## src/rtl/parity_check_arbiter.sv

```systemverilog
// parity_check_arbiter: round-robin arbiter sharing one odd-parity checker
// between NUM_REQ requesters, with a tagged verdict channel and saturating error counter.
module parity_check_arbiter #(
    parameter int NUM_REQ = 4,
    parameter int DATA_W  = 3,
    parameter int ERR_W   = 8,
    localparam int IDW    = $clog2(NUM_REQ)
) (
    input  logic                      clk,
    input  logic                      rst,
    input  logic [NUM_REQ-1:0]        req_valid,
    input  logic [NUM_REQ*DATA_W-1:0] req_data,
    input  logic [NUM_REQ-1:0]        req_par,
    output logic [NUM_REQ-1:0]        req_ready,
    output logic                      rsp_valid,
    input  logic                      rsp_ready,
    output logic [IDW-1:0]            rsp_id,
    output logic                      rsp_err,
    output logic [ERR_W-1:0]          err_count,
    input  logic                      clr_cnt
);
    typedef enum logic [1:0] {IDLE, CAPTURE, CHECK, RESP} state_t;

    state_t              state_q, state_d;
    logic [IDW-1:0]      grant_q, grant_d, last_q, last_d, pick;
    logic [DATA_W-1:0]   data_q, data_d;
    logic                par_q, par_d;
    logic                rsp_valid_q, rsp_valid_d, rsp_err_q, rsp_err_d;
    logic [IDW-1:0]      rsp_id_q, rsp_id_d;
    logic [ERR_W-1:0]    cnt_q, cnt_d;
    logic                found, hs;

    // Search upward from the requester after the last one served, wrapping around.
    always_comb begin
        pick  = last_q;
        found = 1'b0;
        for (int k = 1; k <= NUM_REQ; k++) begin
            if (!found && req_valid[(int'(last_q) + k) % NUM_REQ]) begin
                pick  = IDW'((int'(last_q) + k) % NUM_REQ);
                found = 1'b1;
            end
        end
    end

    assign hs = rsp_valid_q & rsp_ready;

    always_comb begin
        state_d     = state_q;
        grant_d     = grant_q;
        last_d      = last_q;
        data_d      = data_q;
        par_d       = par_q;
        rsp_valid_d = rsp_valid_q;
        rsp_id_d    = rsp_id_q;
        rsp_err_d   = rsp_err_q;
        case (state_q)
            IDLE: begin
                if (found) begin
                    grant_d = pick;
                    state_d = CAPTURE;
                end
            end
            CAPTURE: begin
                if (req_valid[grant_q]) begin
                    data_d  = req_data[int'(grant_q)*DATA_W +: DATA_W];
                    par_d   = req_par[grant_q];
                    last_d  = grant_q;
                    state_d = CHECK;
                end else begin
                    state_d = IDLE;
                end
            end
            CHECK: begin
                rsp_err_d   = ~(^data_q ^ par_q);
                rsp_id_d    = grant_q;
                rsp_valid_d = 1'b1;
                state_d     = RESP;
            end
            RESP: begin
                if (rsp_ready) begin
                    rsp_valid_d = 1'b0;
                    state_d     = IDLE;
                end
            end
            default: state_d = IDLE;
        endcase
        // A clear in the same cycle as an erroneous handshake wins.
        cnt_d = clr_cnt ? '0 : (hs && rsp_err_q && cnt_q != '1) ? cnt_q + 1'b1 : cnt_q;
    end

    always_ff @(posedge clk) begin
        if (rst) begin
            state_q     <= IDLE;
            grant_q     <= '0;
            last_q      <= IDW'(NUM_REQ - 1);
            data_q      <= '0;
            par_q       <= 1'b0;
            rsp_valid_q <= 1'b0;
            rsp_id_q    <= '0;
            rsp_err_q   <= 1'b0;
            cnt_q       <= '0;
        end else begin
            state_q     <= state_d;
            grant_q     <= grant_d;
            last_q      <= last_d;
            data_q      <= data_d;
            par_q       <= par_d;
            rsp_valid_q <= rsp_valid_d;
            rsp_id_q    <= rsp_id_d;
            rsp_err_q   <= rsp_err_d;
            cnt_q       <= cnt_d;
        end
    end

    assign req_ready = (state_q == CAPTURE) ? NUM_REQ'(1) << grant_q : '0;
    assign rsp_valid = rsp_valid_q;
    assign rsp_id    = rsp_id_q;
    assign rsp_err   = rsp_err_q;
    assign err_count = cnt_q;
endmodule

```

## config.mk

```make
export PLATFORM = sky130hd
export DESIGN_NAME = parity_check_arbiter
export DESIGN_NICKNAME = d
export VERILOG_FILES = /design/src/rtl/parity_check_arbiter.sv
export SDC_FILE = /design/constraint.sdc
export NUM_CORES = 1
export LEC_CHECK = 0
export ABC_AREA = 1
export BUFFER_PORTS_ARGS = -buffer_cell sky130_fd_sc_hd__buf_2
export CORE_MARGIN = 2
export CORE_UTILIZATION = 55
export DETAILED_ROUTE_END_ITERATION = 16
export PLACE_DENSITY = 0.94
export SYNTH_ARGS = -nofsm -noshare
export SYNTH_HDL_FRONTEND = slang
export SYNTH_SLANG_ARGS = --single-unit
export TNS_END_PERCENT = 1
```

## constraint.sdc

```tcl
create_clock -name clk -period 2 [get_ports clk]
set_input_delay 0 -clock clk [delete_from_list [all_inputs] [get_ports clk]]
set_output_delay 0 -clock clk [all_outputs]
set_load 0.01 [all_outputs]
```

# Word-level counts from Yosys, hierarchy flattened
# Cells that the tools add are included.
# totals
reg_bits,22
input_bits,24
out_inout_bits,16
word_cells,86
# classes
add_sub_neg,5
multipliers,1
order_cmp,5
eq_ne,6
shift,2
muxes,31
bitwise,7
n_reduce_logical,20
# ops
operator,count
3-bit by 4-bit < comparator with 1-bit output (second input constant),4
1-bit 2-to-1 mux,15
2-bit 2-to-1 mux,7
1-bit binary-select mux with 2-bit select,6
12-bit by 5-bit indexed part select with 3-bit output,1
2-bit OR reduction,5
8-bit by 1-bit adder with 8-bit output (second input constant),1
8-bit != test (second input constant),1
2-bit case mux with 4 select lines,1
2-bit AND reduction,4
1-bit logical AND,5
2-bit by 1-bit adder with 2-bit output (second input constant),2
2-bit adder (second input constant),2
1-bit bitwise AND (first input constant),4
2-bit equality test (second input constant),2
2-bit by 2-bit multiplier with 4-bit output (second input constant),1
4-bit 2-to-1 mux,1
2-bit != test (second input constant),2
1-bit by 2-bit left shift with 4-bit output (first input constant),1
1-bit zero test,3
2-bit by 3-bit < comparator with 1-bit output (second input constant),1
3-bit XOR reduction,1
2-bit by 1-bit equality test with 1-bit output (second input constant),1
2-bit zero test,1
5 further kinds,5

# Longest topological paths before layout
# logic_depth
ltp_word,18
mapped_depth,13
depth_no_buf,12

# Worst setup path before layout
# Ideal clock, no wire load.
# synth_path
path_type,register -> register
from,"register cnt_q[3], in the netlist err_count[3]"
to,"register cnt_q[5], in the netlist err_count[5]"
setup_ps,128
t_arrival_ps,1175
t_required_ps,1872
setup_slack_ps,698
stages_incl_launch_ff,8
n_path_buf,0
synth_period_minus_slack_ps,1302
path_cell_list,dfxtp_1 nand2_1 nor2_1 nand2_1 o21ai_4 inv_1 nand2_1 a21oi_1
# synth_via
elab_chain_cells,2
word_cells_on_any_way,3
cone_classes,add/sub: 1; eq/ne: 1; reduce/logical: 1
# synth_lines
item,line,rtl
start: declaration,30,"logic [ERR_W-1:0] cnt_q, cnt_d;"
start signal: assignment,111,cnt_q <= cnt_d;
"parallel branches: the longest is 2 deep, another holds 8-bit by 1-bit adder with 8-bit output",n/a,
# Parallel ways; which one is timed is not known.
# A chain may end at the register's enable or synchronous reset.

==> metrics.cfg <==
[placed_design]
dpl.hpwl_um = 2283
port_buffers = 39
gp_congestion = 0.7845
place_ws_ps = 382.9
placed_cell_area_um2 = 1536

[clocking]
clockBufferDepth = 2
numCtsBuffers = 3
root_buffer = clkbuf_4
cts_resized = 0
clk_pin_slew_ps = 120
insertion_delay_ps = 300
htreeDepth = 1
ctsHoldBuffers = 3
cts_setup_buffers = 0
clkSinkCount = 22
cts_tree = yes

[worst_setup_path]
cp-end-kind = register
r2r.worst_path.cells = 5
rr_endpoint = rsp_valid
reg2reg_slack_ps = 330
path_max_fanout = 7
crit_required_ps = 2260
crit_end = rsp_valid
worst_ep_arrival_time_ps = 1920
crit_type = register to register
start_kind = register

[final_layout]
diodes = 0
area_growth_pct = 17.48
nets = 275
finalInstanceArea_um2 = 1589
fin_util_pct = 69.82
drive_gt1_share_pct = 21.77

[logic_synthesis]
synth_nets = 234
synth-seq-cells = 22
netlist_top_cells_area = dfxtp_1 (33%), nand2_1 (22%), inv_1 (6.4%), a21oi_1 (5.6%), nor2_1 (3.9%)
synthCells = 209
synth_top_area_share_pct = 32.56
synth.yosys.seq_area_share_pct = 32.56
ys_warn_count = 0
synth_edf_count = 0
syn_avg_cell_area_um2 = 6.472
synth.distinct_cells = 30
synth_flop_cell = dfxtp_1
yosysTopAreaCell = dfxtp_1
synthArstFlopShare_pct = 0
syn_area_um2 = 1353

[floorplanning]
die_area_um2 = 2872
rows = 17
die_h_um = 53.59
io_pins = 40
core_area_um2 = 2276
start_util_pct = 59.43
die_w_um = 53.59

[global_routing]
grt_remaining_overflow = 0
grt_pass1_vias = 1212
grt_max_degree = 14
gr-usage-all-layers_pct = 21.96
grt_pass1_wl_um = 4726
antenna_found_initial = 0

[timing]
setup_tns_ps = 0
worst_pin_slew_ps = 456.9
slew_viol_final = 0
slew_headroom_pct = 69.54
clock-skew-final_ps = 5.771
hold_viol = 0
period_share_pct = 83.31
rsz0062_at_grt = no
whs_ps = 43.47
setup_ws_ps = 333.8
fmax_mhz = 600.2
finalSetupViolCount = 0
period_minus_slack_ps = 1666

[drt]
drt_iter0_drc = 36
firstDrtPassIters = 5
drt-total-wl_um = 2872
drcViolationCount = 0
vias_per_cell = 5.145
drt-wirelength-per-cell_um = 10.41
dr_total_vias = 1420
drtAntennaViolNets = 0

[hold_path]
hold_path_class = input pin to register
hp-start = clr_cnt

[job]
maxCapViolCount = 0

[power_and_ir_drop]
cellPowerDensity_nw_per_um2 = 908.7
ir_drop_mv = 0.7137
p_leak_nw = 0.8200

[outcome]
status = finished clean

[metrics by stage]
step | power, W | instances
global route | 0.001568 | 276
finish | 0.001444 | 276
global placement | 0.001221 | 270
floorplan | 0.001139 | 209
CTS | 0.001443 | 276
detailed placement | 0.001245 | 270
[registers in the layout, indices dropped and copies added, names as in the netlist, named ones only]
signal     cells
rsp_err        1
par_q          1
grant_q        2
data_q         3
err_count      8
rsp_id         2
rsp_valid      1
last_q         2
state_q        1
[per-layer routing]
| metal | global-route usage (%) | vias up | routed length [um] |
|---|---|---|---|
| met5 | 0 | - | 0 |
| met4 | 6.838 | 0 | 32 |
| met3 | 2.778 | 5 | 206 |
| met2 | 38.89 | 56 | 1314 |
| met1 | 27.59 | 610 | 1319 |
| li1 | - | 749 | - |
[layout make-up]
class | count | area (um2)
fillers | 201 | 686.9
flip-flops and latches | 22 | 440.4
clock buffers | 3 | 22.52
inverters | 25 | 96.34
repair buffers | 42 | 225.2
well taps | 28 | 35.03
multi-input cells | 156 | 769.5
[layout by cell type (no fill, tap or decap), types with 4 or more instances in the layout]
master / netlist / routed
a21oi_1: 15 / 15
buf_2: 1 / 39
dfxtp_1: 22 / 22
inv_1: 23 / 23
nand2_1: 79 / 79
nand3_1: 7 / 7
nand4_1: 5 / 5
nor2_1: 14 / 14
o211ai_1: 4 / 4
o21ai_0: 7 / 7
xnor2_1: 4 / 4
xor2_1: 4 / 4
[worst min-delay path by stage]
| stage | end | slack [ps] | cells after the start |
|---|---|---|---|
| 3_5_place_dp | rsp_valid | 230 | 2 |
| 5_1_grt | err_count[6] | 60 | 3 |
| 3_3_place_gp | rsp_valid | 230 | 2 |
| 2_1_floorplan | grant_q[1] | 60 | 1 |
| 6_report | err_count[6] | 40 | 3 |
| 4_1_cts | err_count[4] | 40 | 3 |
[synthesized netlist by cell type, types with 2 or more instances]
master,n
nand2_1,79
o21ai_2,3
xnor2_1,4
buf_6,2
nand3_1,7
a21oi_1,15
nor3_1,3
o211ai_1,4
dfxtp_1,22
buf_4,2
o21ai_0,7
inv_1,23
xor2_1,4
nor2_1,14
nand4_1,5
[report_power, final]
group / switching [W] / leakage, nW / total (W) / internal [W]
Sequential: 0.000106 / 0.179 / 0.000619 / 0.000513
Clock: 0.000126 / 0.0138 / 0.000196 / 0.0000702
Combinational: 0.000381 / 0.627 / 0.000628 / 0.000248
[cell families (layout without fill, tap and decap cells)]
kind of cell | count (synthesis) | count (layout) | synth area share (%)
adders and majority gates | 1 | 1 | 0.9249
xor gates and xnor gates | 8 | 8 | 5.180
AOI/OAI and AO/OA | 34 | 34 | 16.00
and+or+nand+nor | 113 | 113 | 34.78
DFF | 22 | 22 | 32.56
buffers and inverters | 31 | 70 | 10.54
[worst max-delay path, stage by stage, from the launching register on]
cell,delay [ps]
dfxtp_1,420
inv_1,50
nor2_1,320
nor2_1,70
a311oi_1,190
dlygate4sd3_1,570
Power figures use the tool's default switching activity.
